==> src/rtl/axis_uncompress_range_multi.sv <==
// Run-descriptor expander: turns {start, length-1} descriptors into an
// AXI-stream of strided addresses, LANES addresses per beat, with tkeep
// marking the valid lanes of the last beat and tlast per run or per packet.
module axis_uncompress_range_multi #(
  parameter int ASIZE     = 8,
  parameter int LSIZE     = 8,
  parameter int STEP      = 1,
  parameter int LANES     = 1,
  parameter     DIR       = "INC",
  parameter     LAST_MODE = "RUN"
) (
  input  logic                     clock,
  input  logic                     rst,
  input  logic [ASIZE+LSIZE-1:0]   zip_tdata,
  input  logic                     zip_tvalid,
  input  logic                     zip_tlast,
  output logic                     zip_tready,
  output logic [LANES*ASIZE-1:0]   unzip_tdata,
  output logic [LANES-1:0]         unzip_tkeep,
  output logic                     unzip_tvalid,
  output logic                     unzip_tlast,
  input  logic                     unzip_tready,
  output logic                     busy
);

  localparam int RW = LSIZE + 1;
  localparam bit IS_DEC   = (DIR == "DEC");
  localparam bit LAST_RUN = (LAST_MODE == "RUN");
  // Address advance per accepted beat, already reduced modulo 2^ASIZE.
  localparam logic [ASIZE-1:0] ADV = ASIZE'(LANES * STEP);

  if (STEP < 1 || LANES < 1 || LANES > 8 ||
      !(DIR == "INC" || DIR == "DEC") ||
      !(LAST_MODE == "RUN" || LAST_MODE == "PKT")) begin : g_bad_params
    $error("axis_uncompress_range_multi: illegal STEP/LANES/DIR/LAST_MODE");
  end

  typedef enum logic {IDLE, RUN} state_t;

  state_t            state;
  logic [ASIZE-1:0]  cur;
  logic [RW-1:0]     remain;
  logic              pkt_flag;

  logic              final_beat;
  logic              accept;
  logic              handshake;
  logic              load;
  logic [ASIZE-1:0]  nxt_cur;
  logic [RW-1:0]     nxt_rem;
  logic              nxt_pkt;
  logic [LANES*ASIZE-1:0] beat_data;
  logic [LANES-1:0]  beat_keep;
  logic              beat_last;

  function automatic logic [ASIZE-1:0] lane_off(input int unsigned k);
    return ASIZE'(k * STEP);
  endfunction

  // Handshake decode and combinational descriptor-ready (zero-bubble chaining)
  always_comb begin
    final_beat = (state == RUN) && (32'(remain) <= 32'(LANES));
    zip_tready = !rst && ((state == IDLE) || (final_beat && unzip_tready));
    accept     = zip_tvalid && zip_tready;
    handshake  = unzip_tvalid && unzip_tready;
  end

  // Next run position and the beat it produces; outputs are registered from
  // the next position so the beat is valid the cycle after accept/advance.
  always_comb begin
    load    = 1'b0;
    nxt_cur = cur;
    nxt_rem = remain;
    nxt_pkt = pkt_flag;
    if (accept) begin
      load    = 1'b1;
      nxt_cur = zip_tdata[ASIZE+LSIZE-1:LSIZE];
      nxt_rem = RW'(zip_tdata[LSIZE-1:0]) + RW'(1);
      nxt_pkt = zip_tlast;
    end else if (handshake && !final_beat) begin
      load    = 1'b1;
      nxt_cur = IS_DEC ? cur - ADV : cur + ADV;
      nxt_rem = remain - RW'(LANES);
    end
    beat_data = '0;
    beat_keep = '0;
    for (int unsigned k = 0; k < LANES; k++) begin
      if (k < 32'(nxt_rem)) begin
        beat_keep[k] = 1'b1;
        beat_data[k*ASIZE +: ASIZE] = IS_DEC ? nxt_cur - lane_off(k)
                                             : nxt_cur + lane_off(k);
      end
    end
    beat_last = (32'(nxt_rem) <= 32'(LANES)) && (LAST_RUN || nxt_pkt);
  end

  // FSM with run counters and registered stream outputs
  always_ff @(posedge clock or posedge rst) begin
    if (rst) begin
      state        <= IDLE;
      cur          <= '0;
      remain       <= '0;
      pkt_flag     <= 1'b0;
      unzip_tvalid <= 1'b0;
      unzip_tdata  <= '0;
      unzip_tkeep  <= '0;
      unzip_tlast  <= 1'b0;
      busy         <= 1'b0;
    end else begin
      cur      <= nxt_cur;
      remain   <= nxt_rem;
      pkt_flag <= nxt_pkt;
      case (state)
        IDLE: if (accept) state <= RUN;
        RUN:  if (handshake && final_beat && !accept) state <= IDLE;
        default: state <= IDLE;
      endcase
      if (load) begin
        unzip_tvalid <= 1'b1;
        busy         <= 1'b1;
        unzip_tdata  <= beat_data;
        unzip_tkeep  <= beat_keep;
        unzip_tlast  <= beat_last;
      end else if (handshake && final_beat) begin
        unzip_tvalid <= 1'b0;
        busy         <= 1'b0;
        unzip_tdata  <= '0;
        unzip_tkeep  <= '0;
        unzip_tlast  <= 1'b0;
      end
    end
  end

endmodule

==> config.mk <==
export PLATFORM = sky130hd
export DESIGN_NAME = axis_uncompress_range_multi
export DESIGN_NICKNAME = d
export VERILOG_FILES = /design/src/rtl/axis_uncompress_range_multi.sv
export SDC_FILE = /design/constraint.sdc
export NUM_CORES = 1
export LEC_CHECK = 0
export ABC_AREA = 1
export BUFFER_PORTS_ARGS = -buffer_cell sky130_fd_sc_hd__buf_4
export CORE_ASPECT_RATIO = 1.1
export CORE_MARGIN = 3
export CORE_UTILIZATION = 30
export DETAILED_ROUTE_END_ITERATION = 10
export GPL_TIMING_DRIVEN = 0
export PLACE_DENSITY = 0.51
export SLEW_MARGIN = 0
export SYNTH_ARGS = -nofsm -noshare
export SYNTH_HDL_FRONTEND = slang
export SYNTH_SLANG_ARGS = --single-unit
==> constraint.sdc <==
create_clock -name clock -period 4.9 [get_ports clock]
set_input_delay 0.49 -clock clock [delete_from_list [all_inputs] [get_ports clock]]
set_output_delay 0.49 -clock clock [all_outputs]
set_load 0.05 [all_outputs]
==> flow_metrics.py <==
metrics = {
    "routing": {
        "initialDrtViolationCount": 63,
        "detailedRoute.firstPassIterationCount": 4,
        "antenna_violating_nets_post_route": 0,
        "route.detailed.drc": 0,
        "num_vias": 1666,
        "routed_via_density": 4.45,
        "wl_per_cell_um": 12.0,
        "finalWirelength_um": 4500,
    },
    "timing": {
        "setup-tns-final_ns": 0,
        "fin_crit_sh_pct": 48.6,
        "slew_viol_final": 0,
        "final-hold-violation-count": 0,
        "timing.max_slew.rel_slack_pct": 21.0,
        "setup-violations-final": 0,
        "rsz0062_at_grt": "false",
        "fmaxAchievable_mhz": 420,
        "tightest_slew_ns": 1.18,
        "final_critical_period_ns": 2.38,
        "clock-skew-final_ns": 0.0110,
    },
    "cts": {
        "cts_hold_buffers": 0,
        "clkSlewWorstSetupHoldPaths_ns": 0.07,
        "clockRootBuffer": "sky130_fd_sc_hd__clkbuf_8",
        "tritoncts": "built",
        "inserted_clock_buffers": 5,
        "cts_buffer_depth": 2,
        "post_cts_resized": 0,
        "clock_tree.htree_level_count": 2,
        "cts.repair_timing.setup_buffer_count": 0,
        "cts.sink_count": 29,
        "clock_latency_late_sink_ns": 0.28,
    },
    "floorplanning": {
        "ports_placed_on_the_boundary": 34,
        "start_util_pct": 31.4,
        "dieArea_mm2": 0.00752,
        "std_cell_rows": 30,
        "die_width_um": 83.0,
        "fp.coreArea_mm2": 0.00623,
        "chipHeight_um": 90.7,
    },
    "synth": {
        "synth_edf_count": 0,
        "synth.yosys.seq_area_share_pct": 37.1,
        "synthDominantAreaCellType": "sky130_fd_sc_hd__dfrtp_1",
        "ys_types": 31,
        "most_used_dff_post_synth": "sky130_fd_sc_hd__dfrtp_1",
        "syn-instance-count": 254,
        "yosys-top-cells-count": "sky130_fd_sc_hd__nand2_1, sky130_fd_sc_hd__inv_1, sky130_fd_sc_hd__dfrtp_1, sky130_fd_sc_hd__nand3_1, sky130_fd_sc_hd__xor2_1",
        "synthesis.area_per_instance_um2": 7.69,
        "synth.ff_latch_count": 29,
        "syn-num-nets": 279,
        "synth.area.top_cells": "sky130_fd_sc_hd__dfrtp_1, sky130_fd_sc_hd__nand2_1, sky130_fd_sc_hd__nand3_1",
        "yosys_warnings": 0,
        "synth_top_area_share_pct": 37.1,
        "yosysMostFrequentCell": "sky130_fd_sc_hd__nand2_1",
        "synthesis.area_mm2": 0.00195,
        "synth-async-reset-ratio_pct": 100,
    },
    "worst_hold_path": {
        "hold-path-endpoint": "cur[3]",
        "min_delay_path_depth": 3,
        "hold_path.class": "in -> reg",
        "worst_hold_startpoint": "zip_tdata[11]",
    },
    "critical_path": {
        "cp_slowest_cell": "sky130_fd_sc_hd__inv_1",
        "timing.critical_path.slowest_cell_delay_ns": 0.84,
        "start_kind": "input pin",
        "r2r.worst_path.cells": 15,
        "r2r_end": "unzip_tdata[3]",
        "path_cells": "buf_4 -> inv_1 -> nand3_4 -> o21ai_0 -> nand2_1 -> nor2_4 -> nand2_4 -> nand3_1 -> nand2_1",
        "crit_arrival_ns": 2.55,
        "timing.reg2reg.setup_slack_ns": 2.66,
        "critical_path.reg2reg.startpoint": "remain[1]",
        "cell_type_with_the_highest_occurrence_count_on_the_critical_path": "sky130_fd_sc_hd__nand2_1",
        "required_ns": 5.07,
        "critical_path.endpoint_type": "register",
        "timing.critical_path.fanout_max": 30,
        "critical_path_class": "in -> reg",
    },
    "global_routing": {
        "grt.total_usage_pct": 12.5,
        "antenna_found_initial": 0,
        "globalRoute.totalOverflow": 0,
        "grt_pass1_vias": 1653,
        "grt_start_max_net_pins": 31,
        "wire_length_of_the_first_global_routing_pass_um": 7690,
    },
    "placed_design": {
        "post-dp-hpwl_um": 3510,
        "place.gp.congestion": 0.767,
        "port-buffer-count": 32,
        "placement.cell_area_mm2": 0.00229,
    },
    "layout": {
        "antenna-diode-count": 0,
        "post_route_cells_drive_above_1_share_pct": 23.8,
        "layout.core_utilization_pct": 38.7,
        "design.final.nets": 318,
        "multi_input_comb_area_mm2": 0.00104,
        "sequential_cell_area_um2": 726,
        "stdcell_area_mm2": 0.00241,
        "areaGrowthSynthToFinish_pct": 23.4,
        "num-fill-cells": 679,
    },
    "power_and_ir_drop": {
        "ir_worst_vdd_mv": 0.263,
        "power_density_mw_per_mm2": 659,
        "lkg_pwr_nw": 1.28,
        "fin_total_pwr_mw": 1.59,
    },
    "run_status": {
        "status": "completed",
    },
    "run": {
        "max_cap_violations": 0,
    },
}
area by class of cell:
class / count / share of cell area [%]
tap: 80 / 4.15
sequential: 29 / 30.1
multi-input combinational: 184 / 43.2
buffer: 7 / 2.49
clock inverter: 1 / 1.25
timing repair buffer: 32 / 9.96
clock buffer: 7 / 3.58
inverter: 34 / 5.29
logic make-up (layout without fill, tap and decap cells):
family                     after synthesis  count (layout)  share of synthesized area [%]
AOI/OAI and AO/OA                       18              18                           5.63
DFF                                     29              29                           37.1
and+or+nand+nor                        142             142                           36.1
adders and majority gates                4               4                           2.56
xor gates and xnor gates                20              20                           8.96
buffers and inverters                   41              81                           9.60
per-layer routing:
metal	track usage, %	routed length [um]	vias to the layer above	share of wire, %
li1	-	-	873	-
met1	17.3	2110	748	47
met4	3.68	51	0	1.1
met5	0	0	-	0
met3	3.28	284	5	6.3
met2	19.1	2060	40	46
cell usage in the layout, fill, tap and decap left out, drive strengths merged, types with 3 or more instances in the layout:
cell / instances
inv: 34
nand3: 31
o21ai: 13
dfrtp: 29
xor2: 15
clkbuf: 7
buf: 39
nand2: 82
ha: 4
nand4: 3
xnor2: 5
nor2: 19
a21oi: 4
power breakdown:
part           switching (mW)  leakage (nW)  internal [mW]
clock                  0.0891        0.0585          0.166
combinational           0.582         0.881          0.303
sequential             0.0946         0.338          0.353
worst max-delay path, delay by kind of cell:
family,cells,cell delay (ns)
AOI/OAI and AO/OA,1,0.33
buffers and inverters,2,0.96
and+or+nand+nor,6,0.75
registers in the layout, indices dropped and copies added, names as in the netlist:
name and count:
unzip_tdata 8, busy 1, unzip_tkeep 1, state 1, unzip_tlast 1, cur 8
remain 9
worst max-delay path by stage:
stage / slack, ns / end / cells after the start / from
3_5_place_dp: 2.09 / unzip_tdata[3] / 9 / rst
6_report: 2.52 / unzip_tdata[3] / 9 / rst
4_1_cts: 2.36 / unzip_tdata[3] / 9 / rst
5_1_grt: 2.16 / unzip_tdata[3] / 9 / rst
2_1_floorplan: 2.75 / unzip_tdata[1] / 9 / rst
3_3_place_gp: 2.05 / unzip_tdata[2] / 10 / rst
metrics by stage:
step | worst slack (ns) | hold WS [ns] | std cells
final | 2.52 | 0.467 | 374
after global routing | 2.16 | 0.468 | 374
after CTS | 2.36 | 0.452 | 374
after detailed placement | 2.09 | 0.475 | 366
after global placement | 2.05 | 0.467 | 366
after floorplan | 2.75 | 0.561 | 254
(Power assumes the default switching activity.)
